File: config.mk
export PLATFORM = sky130hd
export DESIGN_NAME = sm_split
export DESIGN_NICKNAME = d
export VERILOG_FILES = /design/src/rtl/sm_split.sv
export SDC_FILE = /design/constraint.sdc
export NUM_CORES = 1
export LEC_CHECK = 0
export BUFFER_PORTS_ARGS = -buffer_cell sky130_fd_sc_hd__buf_2
export CAP_MARGIN = 0
export CORE_ASPECT_RATIO = 1.1
export CORE_MARGIN = 5
export CORE_UTILIZATION = 55
export CTS_BUF_LIST = sky130_fd_sc_hd__clkbuf_8
export CTS_CLUSTER_SIZE = 40
export DETAILED_ROUTE_END_ITERATION = 10
export PLACE_DENSITY = 0.84
export SLEW_MARGIN = 20
export SYNTH_ARGS = -nofsm -noshare
export SYNTH_HDL_FRONTEND = slang
export SYNTH_SLANG_ARGS = --single-unit
File: constraint.sdc
create_clock -name clk -period 6.3 [get_ports clk]
set_input_delay 0 -clock clk [delete_from_list [all_inputs] [get_ports clk]]
set_output_delay 0 -clock clk [all_outputs]
set_load 0.02 [all_outputs]
File: src/rtl/sm_split.sv
// sm_split: splits one 7-bit target total into three beats of two 4-bit lanes.
// Greedy split, lane 0 first, with an optional idle gap between beats.
module sm_split #(
  parameter int GAP = 0
) (
  input  logic       clk,
  input  logic       rst,
  input  logic       i_dval,
  input  logic [6:0] i_val,
  output logic       o_rdy,
  output logic       o_dval,
  output logic [3:0] o [2],
  output logic       o_err
);

  typedef enum logic [1:0] {
    IDLE,
    SEND,
    WAIT
  } state_t;

  localparam logic [3:0] GAP_LAST = 4'((GAP == 0) ? 0 : GAP - 1);

  state_t     state, state_n;
  logic [1:0] beat, beat_n;
  logic [3:0] gap_cnt, gap_n;
  logic [6:0] rem;

  logic       accept, legal, start, load;
  logic [6:0] src, r1, r2;
  logic [3:0] l0, l1;

  assign o_rdy  = (state == IDLE) ||
                  (state == SEND && beat == 2'd2);
  assign accept = i_dval && o_rdy;
  assign legal  = (i_val <= 7'd90);
  assign start  = accept && legal;

  always_comb begin
    state_n = state;
    beat_n  = beat;
    gap_n   = gap_cnt;
    unique case (state)
      IDLE: begin
        if (start) begin
          state_n = SEND;
          beat_n  = 2'd0;
        end
      end
      SEND: begin
        if (beat == 2'd2) begin
          state_n = start ? SEND : IDLE;
          beat_n  = 2'd0;
        end else if (GAP == 0) begin
          beat_n = beat + 2'd1;
        end else begin
          state_n = WAIT;
          gap_n   = 4'd0;
        end
      end
      WAIT: begin
        if (gap_cnt == GAP_LAST) begin
          state_n = SEND;
          beat_n  = beat + 2'd1;
        end else begin
          gap_n = gap_cnt + 4'd1;
        end
      end
      default: state_n = IDLE;
    endcase
  end

  // a fresh target feeds the split directly; otherwise continue from rem
  always_comb begin
    src = start ? i_val : rem;
    l0  = (src > 7'd15) ? 4'd15 : src[3:0];
    r1  = src - {3'b000, l0};
    l1  = (r1 > 7'd15) ? 4'd15 : r1[3:0];
    r2  = r1 - {3'b000, l1};
  end

  assign load = (state_n == SEND);

  always_ff @(posedge clk) begin
    if (rst) begin
      state   <= IDLE;
      beat    <= 2'd0;
      gap_cnt <= 4'd0;
      rem     <= 7'd0;
      o_dval  <= 1'b0;
      o[0]    <= 4'd0;
      o[1]    <= 4'd0;
      o_err   <= 1'b0;
    end else begin
      state   <= state_n;
      beat    <= beat_n;
      gap_cnt <= gap_n;
      o_err   <= accept && !legal;
      o_dval  <= load;
      if (load) begin
        o[0] <= l0;
        o[1] <= l1;
        rem  <= r2;
      end else begin
        o[0] <= 4'd0;
        o[1] <= 4'd0;
      end
    end
  end

endmodule

Word-level counts from Yosys, hierarchy flattened. Cells that the tools add are included.

Register bits after elaboration: 25. Latch bits: 0. Bits in writable memories: 0. Bits in read-only memories: 0. Input port bits: 10. Output and inout bits: 11. Word-level logic and storage cells: 47. Memories kept: 0.

Add/sub/neg operators: 4. Multipliers: 0. Div/mod/pow operators: 0. Magnitude comparators: 3. Equal/unequal tests: 6. Shifts and indexed selects: 0. Mux-type cells: 12. Bitwise operators: 2. Reduce and logical (&&, ||, !) cells: 12.

Operator list (number): $gt A7 B4 Y1 const B (2); $sub A7 B4 Y7 (2); $mux W2 (6); $pmux W2 S3 (2); $mux W4 (2); $le A7 B7 Y1 const B (1); $mux W7 (1); $add A4 B1 Y4 const B (1); $eq A2 B1 Y1 const B (2); $eq A2 B2 Y1 const B (2); $logic_and A1 B1 Y1 (4); $logic_not A4 Y1 (1); $ne A2 B2 Y1 const B (2); $reduce_and A3 Y1 (1); $reduce_bool A3 Y1 (1); $add A2 B1 Y2 const B (1); $logic_not A2 Y1 (1); $not A1 Y1 (2); $reduce_and A2 Y1 (1); $reduce_or A2 Y1 (1); $logic_not A1 Y1 (1); $logic_or A1 B1 Y1 (1); $mux W1 (1).

Longest topological paths before layout.
Depth in word-level cells: 12. Mapped depth: 19. Depth with buffers taken out: 18.

Worst setup path before layout. OpenSTA, ideal clock, no wires.

Kind: flip-flop to flip-flop. Start: reg state[1]. End: reg rem[2]. Library setup time: 0.116 ns. Data arrival time: 3.962 ns. Data required time: 6.184 ns. Slack: 2.222 ns. Stages on the path, launching flop included: 18. Buffers on the path: 1. Period minus slack after synthesis: 4.078 ns. Cell sequence: dfxtp_1 > inv_1 > ha_1 > a21o_1 > o311ai_4 > a22oi_2 > nand3_2 > nand2_2 > ha_1 > buf_2 > nand3_1 > mux2_2 > mux2_2 > nor3b_4 > or2_1 > ha_1 > or3_1 > o211a_1.

Word-level cells in the longest chain between the ends: 12. Elaborated cells between the ends (all ways): 20. Classes of those cells: add/sub (2); order compare (2); eq/ne (3); mux (8); reduce/logical (5).

Ends and longest elaborated chain: from (decl) (line 24) `state_t state, state_n;`; from (signal assigned) (line 95) `state <= state_n;`; $eq A2 B1 Y1 (line 34) `(state == SEND && beat == 2'd2);`; $logic_and A1 B1 Y1 (line 34); $logic_or A1 B1 Y1 (*) (line 33) `assign o_rdy = (state == IDLE) ||`; net o_rdy (line 10) `output logic o_rdy,`; $logic_and A1 B1 Y1 (*) (line 35) `assign accept = i_dval && o_rdy;`; $logic_and A1 B1 Y1 (*) (line 37) `assign start = accept && legal;`; $mux W7 (line 75) `src = start ? i_val : rem;`; $gt A7 B4 Y1 (line 76) `l0 = (src > 7'd15) ? 4'd15 : src[3:0];`; $mux W4 (line 76); $sub A7 B4 Y7 (line 77) `r1 = src - {3'b000, l0};`; $gt A7 B4 Y1 (line 78) `l1 = (r1 > 7'd15) ? 4'd15 : r1[3:0];`; $mux W4 (line 78); $sub A7 B4 Y7 (line 79) `r2 = r1 - {3'b000, l1};`; to (signal assigned) (line 103) `rem <= r2;`; to (decl) (line 27) `logic [6:0] rem;`.

The timed path passes the listed nets; every way through them passes the cells marked *. A chain may end at the register's enable or synchronous reset.

Worst setup path after layout.
Start: reg state[1]. End: reg rem[2].

Word-level cells in the longest chain between the ends: 12. Elaborated cells between the ends (all ways): 20. Classes of those cells: add/sub (2); order compare (2); eq/ne (3); mux (8); reduce/logical (5).

Ends and longest elaborated chain (line): $eq A2 B1 Y1 (34, 43); $logic_and A1 B1 Y1 (34); $logic_or A1 B1 Y1 (33); $logic_and A1 B1 Y1 (35); $logic_and A1 B1 Y1 (37); $mux W7 (75); $gt A7 B4 Y1 (76); $mux W4 (76); $sub A7 B4 Y7 (77); $gt A7 B4 Y1 (78); $mux W4 (78); $sub A7 B4 Y7 (79).

Several ways; a longest one is shown, not always the timed one.

==> metrics.yaml <==
status: "completed"
power_frac_seq: 0.320
portBuffers: 20
p_comb_frac: 0.521
synth_seq_cells: 25
final_nets: 228
ant_nets: 0
crit_family: "simple AND/OR/NAND/NOR gates"
seq_area_frac_synth: 0.303
cp.required_ns: 6.49
drive_gt1_frac: 0.218
clockPowerShare: 0.159
max_clock_freq_ghz: 0.215
dp.cells: 234
ios: 21
p_per_area_nw_per_um2: 354
areaGrowthSynthToFinish_pct: 10.4
clk_pin_slew_ns: 0.10
die_h_um: 67.5
yosys-top-cells-count: "dfxtp_1 (25), a21oi_1 (14), nand2_1 (14)"
insertion_delay_ns: 0.28
dieArea_um2: 4210
grt_pass1_wl_um: 6770
timing.setup.tns_ns: 0
synthArstFlopShare: 0
grt_pass1_vias: 1471
grt_antenna_before_repair: 0
synth_compound_area_frac: 0.244
wl_um: 4100
synth.area.top_cells: "dfxtp_1 (30%), ha_1 (8.3%), a21oi_1 (4.2%)"
nFillCells: 241
synth_top_area_frac: 0.303
cp_cell_sequence: "inv_1 > ha_1 > a21o_1 > o311ai_4 > a22oi_2 > nand3_2 > nand2_2 > ha_1 > nand3_1 > mux2_2 > mux2_2 > nor3b_4 > or2_1 > ha_1 > or3_1 > o211a_1"
synth_cells: 186
vias: 1485
syn_nets: 207
die-width_um: 62.3
p_int_uw: 365
cts_tree: "yes"
final.setup_skew_ns: 0.00842
place.gp.congestion: 0.860
cp_num_buf_inv: 1
dr.pass1.iters: 4
startpoint_type: "register"
drt_iter0_drc: 94
ys.flop_type: "dfxtp_1"
syn_area_per_cell_um2: 8.89
start_util: 0.585
cts_sinks: 25
cp.depth: 16
hold_path_depth: 2
synth.most_common_cell: "dfxtp_1"
fin_crit_sh: 0.737
p_switching_uw: 281
maxCapViolations: 0
place_hpwl_um: 3120
synth.area.mux_share: 0.0809
rr_worst_depth: 16
grt_max_degree: 16
synth_edf_count: 0
groute.usage.overall: 0.202
grt_setup_unrepaired: "false"
cts_buffer_depth: 2
rows: 20
drcViolationCount: 0
fin_area_um2: 1830
wire_per_inst_um: 17.1
multiInputGateArea_um2: 1080
setup_violations: 0
synth-simple-area-share: 0.199
finalCriticalPeriod_ns: 4.64
vias_per_cell: 6.21
diodes: 0
worst_slew_pin_slew_ns: 0.773
clock-root-buffer: "clkbuf_8"
synth_warnings: 0
path_class: "reg -> reg"
regArea_um2: 500
placed_area_um2: 1770
synth_top_family_by_area: "compound AO/OA/AOI/OAI gates"
synth_area_um2: 1650
post-cts-setup-buffer-count: 0
synth_largest_area_cell: "dfxtp_1"
reg2reg_slack_ns: 1.66
ys_types: 55
final_hold_viol_count: 0
crit_path_max_incr_delay_ns: 0.42
htreeDepth: 1
vdd_drop_max_uv: 240
cpMaxStageDelayCell: "a22oi_2"
synth-xor-area-share: 0.0469
worst_setup_path_end_kind: "register"
hold_slack_ns: 0.0414
core_area_um2: 2830
crit_path_max_fanout: 13
grt.overflow.total: 0
slew_violations: 0
cellLeakagePower_nw: 0.771
finalNonFillerCells: 239
cp_common_cell: "ha_1"
min_path_type: "in -> reg"
cts_buffers: 3
synth-adder-area-share: 0.0832
relSlewSlack: 0.484
swShare: 0.436
cp_data_arrival_time_ns: 4.83
[flip-flops by register name (all words and copies together), names as in the netlist]
name and cells:
o 8, rem 7, gap_cnt 4, beat 2
state 2, o_dval 1, o_err 1
[worst paths after layout]
path / startpoint / endpoint
setup reg to reg: state[1]$_SDFF_PP0_ / rem[2]$_SDFFE_PP0P_
setup / recovery: state[1]$_SDFF_PP0_ / rem[2]$_SDFFE_PP0P_
hold reg to reg: rem[1]$_SDFFE_PP0P_ / rem[1]$_SDFFE_PP0P_
hold / removal: rst / state[1]$_SDFF_PP0_
[metrics by stage]
| step | util | total power, mW | worst slack, ns |
|---|---|---|---|
| finish | 0.646 | 0.646 | 1.66 |
| floorplan | - | 0.460 | 2.22 |
| global placement | 0.625 | 0.531 | 1.92 |
| CTS | 0.646 | 0.645 | 1.70 |
| global route | 0.646 | 0.696 | 1.34 |
| detailed placement | 0.625 | 0.540 | 1.74 |
[kinds of logic after synthesis]
| kind of cell | Yosys count |
|---|---|
| XOR/XNOR | 8 |
| flip-flops | 25 |
| AND/OR/NAND/NOR | 62 |
| buffers and inverters | 17 |
| multiplexers | 12 |
| adder cells (fa/ha/maj) | 11 |
| AO/OA/AOI/OAI | 51 |
[cell type report]
type	instances	area share
Multi-Input combinational cell	144	0.592
Sequential cell	25	0.274
Timing Repair Buffer	21	0.0603
Inverter	12	0.0247
Clock buffer	3	0.0226
Tap cell	33	0.0226
Clock inverter	1	0.00411
[worst register-to-register path, delay by kind of cell, from the launching register on]
family	cells	cell delay (ns)
AND/OR/NAND/NOR	6	1.38
multiplexers	2	0.62
buffers and inverters	1	0.10
adder cells (fa/ha/maj)	3	0.89
flip-flops	1	0.34
AO/OA/AOI/OAI	4	1.22
[routing by layer]
metal,part of all wire,vias to the layer above,global-route usage
met4,0.031,0,0.0822
li1,-,726,-
met3,0.036,19,0.0349
met1,0.41,703,0.218
met2,0.53,37,0.391
met5,0,-,0
[power by group through the flow]
| stage | sequential, mW | clock (mW) | combinational, mW |
|---|---|---|---|
| 2_1_floorplan | 0.216 | 0 | 0.243 |
| 3_3_place_gp | 0.208 | 0 | 0.323 |
| 3_5_place_dp | 0.210 | 0 | 0.330 |
| 4_1_cts | 0.206 | 0.104 | 0.335 |
| 5_1_grt | 0.210 | 0.113 | 0.373 |
| 6_report | 0.207 | 0.103 | 0.337 |
[layout by cell type, fill, tap and decap left out, types with 2 or more instances in the layout]
master / Yosys / final
mux2_2: 4 / 4
nor3_1: 2 / 2
a21oi_2: 3 / 3
mux2i_1: 6 / 6
nor2_1: 12 / 12
nand2b_1: 3 / 3
xnor2_1: 4 / 4
a221o_1: 2 / 2
dfxtp_1: 25 / 25
buf_2: 1 / 20
o31ai_1: 6 / 6
ha_1: 11 / 11
o21ai_0: 3 / 3
and2_1: 2 / 2
nand3_1: 12 / 12
nand2_1: 14 / 14
inv_1: 11 / 11
a31oi_1: 3 / 3
nor2b_1: 2 / 2
xor2_1: 3 / 3
a21oi_1: 14 / 14
clkbuf_8: 0 / 3
or2_1: 2 / 2
o211ai_1: 2 / 2
a41o_1: 2 / 2
o211a_1: 2 / 2
nand4_1: 4 / 4
[repair_timing]
action	CTS	global route
resized for setup	0	0
hold buffers	1	0
endpoints found under the hold margin	1	0
Note: power is estimated with default switching activity, not from simulation.
